$ cat src/rtl/retire_serializer_pkg.sv
// Shared definitions for the retirement trace path: record layout and packing helper.
package retire_serializer_pkg;

    localparam int RETIRE_W     = 70;
    localparam int RT_PC_LSB    = 0;
    localparam int RT_WDATA_LSB = 32;
    localparam int RT_WADDR_LSB = 64;
    localparam int RT_RFEN_BIT  = 69;

    typedef logic [RETIRE_W-1:0] retire_rec_t;

    function automatic retire_rec_t pack_retire(
        input logic        rf_en,
        input logic [4:0]  waddr,
        input logic [31:0] wdata,
        input logic [31:0] pc
    );
        retire_rec_t rec;
        rec                        = '0;
        rec[RT_PC_LSB +: 32]       = pc;
        rec[RT_WDATA_LSB +: 32]    = wdata;
        rec[RT_WADDR_LSB +: 5]     = waddr;
        rec[RT_RFEN_BIT]           = rf_en;
        return rec;
    endfunction

endpackage

$ cat src/rtl/retire_fifo2w1r.sv
// DEPTH-entry FIFO accepting up to two records per cycle (a before b) and releasing one.
module retire_fifo2w1r
    import retire_serializer_pkg::*;
#(
    parameter  int DEPTH = 4,
    parameter  int W     = RETIRE_W,
    localparam int AW    = $clog2(DEPTH),
    localparam int CW    = AW + 1
) (
    input  logic          i_clk,
    input  logic          i_rst_n,
    input  logic [1:0]    i_push_cnt,
    input  logic [W-1:0]  i_push_a,
    input  logic [W-1:0]  i_push_b,
    input  logic          i_pop,
    output logic [W-1:0]  o_head,
    output logic [CW-1:0] o_count
);

    logic [W-1:0]  r_mem [DEPTH];
    logic [AW-1:0] r_wr_ptr;
    logic [AW-1:0] r_rd_ptr;
    logic [CW-1:0] r_count;
    logic [AW-1:0] w_wr_ptr_b;

    assign w_wr_ptr_b = r_wr_ptr + AW'(1);

    // Pointers wrap naturally; occupancy is tracked only by r_count.
    always_ff @(posedge i_clk or negedge i_rst_n) begin
        if (!i_rst_n) begin
            r_wr_ptr <= '0;
            r_rd_ptr <= '0;
            r_count  <= '0;
        end else begin
            r_wr_ptr <= r_wr_ptr + AW'(i_push_cnt);
            r_rd_ptr <= r_rd_ptr + AW'(i_pop);
            r_count  <= r_count + CW'(i_push_cnt) - CW'(i_pop);
        end
    end

    always_ff @(posedge i_clk) begin
        if (i_push_cnt != 2'd0) r_mem[r_wr_ptr]   <= i_push_a;
        if (i_push_cnt == 2'd2) r_mem[w_wr_ptr_b] <= i_push_b;
    end

    assign o_head  = r_mem[r_rd_ptr];
    assign o_count = r_count;

endmodule

$ cat src/rtl/retire_serializer.sv
// Serializes dual-lane retirements into one in-order record per cycle on inst_retire.
module retire_serializer
    import retire_serializer_pkg::*;
#(
    parameter int DEPTH = 4,
    parameter int CNT_W = 32
) (
    input  logic                sys_clk,
    input  logic                sys_reset_n,
    input  logic                l0_valid,
    input  logic [31:0]         l0_pc,
    input  logic                l0_rf_en,
    input  logic [4:0]          l0_waddr,
    input  logic [31:0]         l0_wdata,
    input  logic                l1_valid,
    input  logic [31:0]         l1_pc,
    input  logic                l1_rf_en,
    input  logic [4:0]          l1_waddr,
    input  logic [31:0]         l1_wdata,
    output logic                in_ready,
    output logic [RETIRE_W-1:0] inst_retire,
    output logic                rt_valid,
    output logic [CNT_W-1:0]    retired_cnt,
    output logic                overflow_err
);

    localparam int AW = $clog2(DEPTH);
    localparam int CW = AW + 1;

    retire_rec_t      w_rec0;
    retire_rec_t      w_rec1;
    retire_rec_t      w_fifo_head;
    retire_rec_t      w_head;
    retire_rec_t      w_push_a;
    retire_rec_t      w_push_b;
    logic [CW-1:0]    w_count;
    logic             w_in_ready;
    logic             w_v0;
    logic             w_v1;
    logic             w_head_vld;
    logic             w_pop;
    logic [1:0]       w_push_cnt;

    retire_rec_t      r_inst_retire;
    logic             r_rt_valid;
    logic [CNT_W-1:0] r_retired_cnt;
    logic             r_overflow_err;

    assign w_rec0 = pack_retire(l0_rf_en, l0_waddr, l0_wdata, l0_pc);
    assign w_rec1 = pack_retire(l1_rf_en, l1_waddr, l1_wdata, l1_pc);

    // Readiness ignores the same-cycle pop, so two free slots are always real.
    assign w_in_ready = (w_count <= CW'(DEPTH - 2));
    assign w_v0       = l0_valid & w_in_ready;
    assign w_v1       = l1_valid & w_in_ready;

    always_comb begin
        w_head     = '0;
        w_head_vld = 1'b0;
        w_pop      = 1'b0;
        w_push_cnt = 2'd0;
        w_push_a   = w_rec0;
        w_push_b   = w_rec1;
        if (w_count != '0) begin
            w_head     = w_fifo_head;
            w_head_vld = 1'b1;
            w_pop      = 1'b1;
            w_push_cnt = {1'b0, w_v0} + {1'b0, w_v1};
            w_push_a   = w_v0 ? w_rec0 : w_rec1;
        end else if (w_v0) begin
            // Empty FIFO: lane 0 bypasses straight to the output register.
            w_head     = w_rec0;
            w_head_vld = 1'b1;
            w_push_cnt = {1'b0, w_v1};
            w_push_a   = w_rec1;
        end else if (w_v1) begin
            w_head     = w_rec1;
            w_head_vld = 1'b1;
        end
    end

    retire_fifo2w1r #(
        .DEPTH (DEPTH),
        .W     (RETIRE_W)
    ) u_fifo (
        .i_clk      (sys_clk),
        .i_rst_n    (sys_reset_n),
        .i_push_cnt (w_push_cnt),
        .i_push_a   (w_push_a),
        .i_push_b   (w_push_b),
        .i_pop      (w_pop),
        .o_head     (w_fifo_head),
        .o_count    (w_count)
    );

    always_ff @(posedge sys_clk or negedge sys_reset_n) begin
        if (!sys_reset_n) begin
            r_inst_retire  <= '0;
            r_rt_valid     <= 1'b0;
            r_retired_cnt  <= '0;
            r_overflow_err <= 1'b0;
        end else begin
            r_inst_retire  <= w_head;
            r_rt_valid     <= w_head_vld;
            if (w_head_vld) r_retired_cnt <= r_retired_cnt + CNT_W'(1);
            if ((l0_valid | l1_valid) & ~w_in_ready) r_overflow_err <= 1'b1;
        end
    end

    assign in_ready     = w_in_ready;
    assign inst_retire  = r_inst_retire;
    assign rt_valid     = r_rt_valid;
    assign retired_cnt  = r_retired_cnt;
    assign overflow_err = r_overflow_err;

endmodule
$ cat config.mk
export PLATFORM = sky130hd
export DESIGN_NAME = retire_serializer
export DESIGN_NICKNAME = d
export VERILOG_FILES = /design/src/rtl/retire_serializer_pkg.sv /design/src/rtl/retire_fifo2w1r.sv /design/src/rtl/retire_serializer.sv
export SDC_FILE = /design/constraint.sdc
export NUM_CORES = 1
export LEC_CHECK = 0
export CAP_MARGIN = 20
export CORE_ASPECT_RATIO = 1.75
export CORE_MARGIN = 5
export CORE_UTILIZATION = 40
export CTS_CLUSTER_DIAMETER = 60
export DETAILED_ROUTE_END_ITERATION = 6
export GPL_TIMING_DRIVEN = 0
export SLEW_MARGIN = 30
export SYNTH_ARGS = -nofsm -noshare
export SYNTH_HDL_FRONTEND = slang
export SYNTH_SLANG_ARGS = --single-unit
export TNS_END_PERCENT = 10
$ cat constraint.sdc
create_clock -name sys_clk -period 8.61 [get_ports sys_clk]
set_clock_uncertainty 0.15 [all_clocks]
set_input_delay 1.722 -clock sys_clk [delete_from_list [all_inputs] [get_ports sys_clk]]
set_output_delay 1.722 -clock sys_clk [all_outputs]
set_load 0.005 [all_outputs]
-- After elaboration in Yosys (flattened, before gate mapping)
Memories as Yosys holds them, arrays and structs flattened.
Cells that the tools add are included.
- register bits: 111
- bits of input ports: 144
- logic and storage cells: 40
- output and inout port bits: 105
- memories kept: 1
- bits in writable memories: 280
- memories (name ; words ; bits a word ; read ports ; clocked after memory_dff ; wr ports ; line ; source):
    u_fifo.r_mem ; 4 ; 70 ; 1 ; 0 ; 2 ; retire_fifo2w1r.sv:20 ; logic [W-1:0] r_mem [DEPTH];
- magnitude comparators: 1
- equal/unequal tests: 1
- bitwise logic cells: 5
- reductions and logical operators: 2
- multiplexer cells: 16
- add/sub/neg operators: 7
- operators with widths (operator ; count):
    70-bit 2-to-1 mux ; 6
    32-bit by 1-bit adder with 32-bit output, second input constant ; 1
    1-bit 2-to-1 mux ; 9
    3-bit by 2-bit adder with 3-bit output ; 1
    1-bit bitwise AND ; 3
    3-bit by 2-bit less-or-equal comparator with 1-bit output, second input constant ; 1
    3-bit nonzero test ; 1
    3-bit by 1-bit subtractor with 3-bit output ; 1
    1-bit by 1-bit adder with 2-bit output ; 1
    2-bit by 1-bit adder with 2-bit output ; 1
    2-bit by 1-bit adder with 2-bit output, second input constant ; 1
    2-bit adder ; 1
    2-bit == test, second input constant ; 1
    2-bit 2-to-1 mux ; 1
    2-bit nonzero test ; 1
    1-bit NOT ; 1
    1-bit OR ; 1

-- Logic depth before layout (Yosys ltp)
- depth after elaboration: 7
- mapped depth: 13
- gate-level depth less buffers: 11

-- Cells and area by module
Synthesis repeated with hierarchy kept, for this count alone.
- cell total of the unflattened synthesis: 1256
- area, all modules: 19341.0 um2
- by module, submodules not included (module ; cells each ; area an instance (um2) ; times used ; sequential area each (um2)):
    retire_fifo2w1r ; 714 ; 13837.0 ; 1 ; 8583.2
    retire_serializer ; 542 ; 5504.0 ; 1 ; 2602.5

-- Worst setup path after synthesis
Ideal clock, no wire load.
- path type: in2reg
- from: in l0_valid
- to: mem u_fifo.r_mem[2][0] in the netlist's numbering, enable pin
- setup time: 0.605 ns
- data required time: 7.855 ns
- path slack: -0.203 ns
- buffers on the path: 1
- stages on the path: 7
- data arrival time: 8.058 ns
- cell sequence: nand2_1 inv_2 clkbuf_1 ha_1 nor3_1 a21oi_1 o32ai_1
- RTL lines (what ; line ; source):
    from (decl) ; retire_serializer.sv:10 ; input logic l0_valid,
    to (decl) ; retire_fifo2w1r.sv:20 ;

==> qor.txt <==
Status - complete, no violations
Cells after synthesis - 1182
Worst slew pin tran - 0.8709 ns
Tmin final - 5.058 ns
Detail Route Antenna Nets - 0
Root Driver - clkbuf_16
Die width - 172.7 um
Max Freq - 197.7 MHz
Cts hold-fix bufs - 0
WP data arrival - 5.15 ns
Overflow after GRT - 0
DR vias/cell - 5.525
Netlist cell types - 40
Clock buffer count from CTS - 41
PortBufs - 248
R2R Setup Slk - 4.36 ns
Synth warn - 0
# fillers - 3943
# rows - 104
Global-route wire length before repair - 80120 um
Final setup violation count - 0
Initial antenna violation count - 4
Post-CTS setup buffer count - 0
Final hold viol count - 0
Synth Flop Type - edfxtp_1
Total die area - 50920 um^2
Max-slew violations - 0
DR vias - 11680
Post-CTS sizing - 0
DPL Wire Length - 36790 um
Number of synthesized register bits - 391
Share of the synthesized area in the top cell type - 45.35%
Fraction of layout cells with a size suffix above 1 - 30.39%
Most common cell in the netlist - edfxtp_1
Post-synth net total - 1335
Synth area leader - edfxtp_1
Router iterations before antenna repair - 4
Crit Path Max Fanout - 17
Pwr Density - 363.4 nW/um^2
GRT Total Usage - 20.44%
IO Count - 249
Post-synthesis sequential area ratio - 60.34%
H-tree depth - 2
Crit Path Category - primary input to register
CTS tree - built
Vias in the first global route - 12830
Post-layout util - 51.55%
Post-route cell area - 23680 um^2
Worst vdd ir - 0.0001945 V
CP startpoint kind - primary input
Final net count - 1650
Top post-synthesis cells by area - edfxtp_1 (45%), mux2_2 (15%), dfrtp_1 (15%)
Area grow syn2layout - 27.73%
CTS Sinks - 391
Clock buffer depth - 3
Die H - 294.8 um
Routed len/inst - 25.17 um
Clock Latency Late Sink - 0.54 ns
Async set or reset register ratio after synthesis - 28.39%
Layout Cells excl Fill - 2114
Max cap viols - 0
Placed Cells - 2037
Crit path capture type - register
Final clock period utilization by the worst path - 58.75%
WHS - 0.3238 ns
DRC viols - 0
Core area - 45930 um^2
First DRT Iteration DRCs - 559
Netlist Area Pre-Place - 18540 um^2
Post-synth EDFFs - 280
RSZ-0062 raised after global routing - false
Syn_area_per_cell - 15.68 um^2
Most common library cells after synthesis - edfxtp_1 (280), mux2_2 (251), nor2_1 (153)
DRT Wirelength - 53210 um
Slew headroom - 41.40%
Worst min-delay path category - register to register
Design Power - 8.605 mW
Leakage - 8.307 nW
Largest net degree at the start of global routing - 65
CP required - 8.70 ns
Initial Utilization - 40.36%
RD Place Congestion - 0.8662
Dpl cell area - 22310 um^2
Reg clk slew, reported paths - 0.06 ns
==> worst paths after layout <==
check                                            start                            end  cells past startpoint
setup / recovery                              l0_valid  u_fifo.r_mem[1][40]$_DFFE_PP_                     11
hold / removal             retired_cnt[31]$_DFFE_PN0P_    retired_cnt[31]$_DFFE_PN0P_                      1
setup reg to reg           u_fifo.o_count[0]$_DFF_PN0_  u_fifo.r_mem[1][40]$_DFFE_PP_                     12
hold reg to reg            retired_cnt[31]$_DFFE_PN0P_    retired_cnt[31]$_DFFE_PN0P_                      1
max in group asynchronous                  sys_reset_n      inst_retire[54]$_DFF_PN0_                      2
min in group asynchronous                  sys_reset_n    retired_cnt[19]$_DFFE_PN0P_                      1
==> where the power goes <==
part / total [mW] / switching (mW) / internal (mW)
logic: 3.76 / 1.91 / 1.85
registers: 3.04 / 0.178 / 2.86
clock network: 1.81 / 0.741 / 1.07
==> critical path, cell delays in order <==
cell and delay (ns):
clkdlybuf4s50_1 0.54, nand2_1 0.10, inv_2 0.23, clkbuf_1 0.55, ha_1 0.33, o31ai_2 0.13, nor2_2 0.39, a21oi_1 0.20
nor2_4 0.49, buf_16 0.24, buf_16 0.18
==> cell families (layout without fill, tap and decap cells) <==
group	after synthesis	count (layout)	synth area share (%)
DFF	391	391	60.34
muxes	352	352	25.63
and+or+nand+nor	218	218	5.048
buffers and inverters	90	435	2.436
AOI/OAI and AO/OA	85	85	4.151
xor gates and xnor gates	37	37	1.748
adders and majority gates	9	9	0.6479
other	0	4	0
==> flip-flops by register name, summed over array words and instances, names as in the netlist <==
name	cells
inst_retire	70
retired_cnt	32
u_fifo.r_rd_ptr	2
u_fifo.r_mem	280
rt_valid	1
u_fifo.o_count	3
overflow_err	1
u_fifo.r_wr_ptr	2
==> routing by layer <==
layer / GRT usage [%] / wire (um) / vias to the layer above
met5: 0 / 20 / -
met4: 5.852 / 1317 / 2
met3: 3.567 / 2671 / 80
met2: 38.86 / 29390 / 355
met1: 23.45 / 19810 / 5979
li1: - / - / 5264
==> through the flow <==
| step | setup WS [ns] | setup TNS, ns |
|---|---|---|
| 2_1_floorplan | 1.835 | 0 |
| 3_3_place_gp | -3.030 | -658.00 |
| 3_5_place_dp | 2.985 | 0 |
| 4_1_cts | 3.554 | 0 |
| 5_1_grt | 3.439 | 0 |
| 6_report | 3.552 | 0 |
==> cell usage in the layout, fill, tap and decap left out, drive strengths merged, types with 14 or more instances in the layout <==
master and instances:
mux4 70, clkdlybuf4s50 247, buf 63, a221oi 70
edfxtp 280, xnor2 31, dfrtp 111, mux2 282
nor2 154, nand4 14, nand3 16, clkbuf 99
==> area by class of cell <==
class	instances	area [um^2]	area share, %
sequential	391	11190	47.24
antenna	4	10.01	0.04227
clock buffer	59	1174	4.956
clock inverter	14	176.4	0.7450
multi-input combinational	701	6975	29.46
inverter	12	45.04	0.1902
buffer	78	411.6	1.738
timing repair buffer	272	2972	12.55
tap	583	729.5	3.081
No activity file was read; power rests on OpenSTA's default activity.
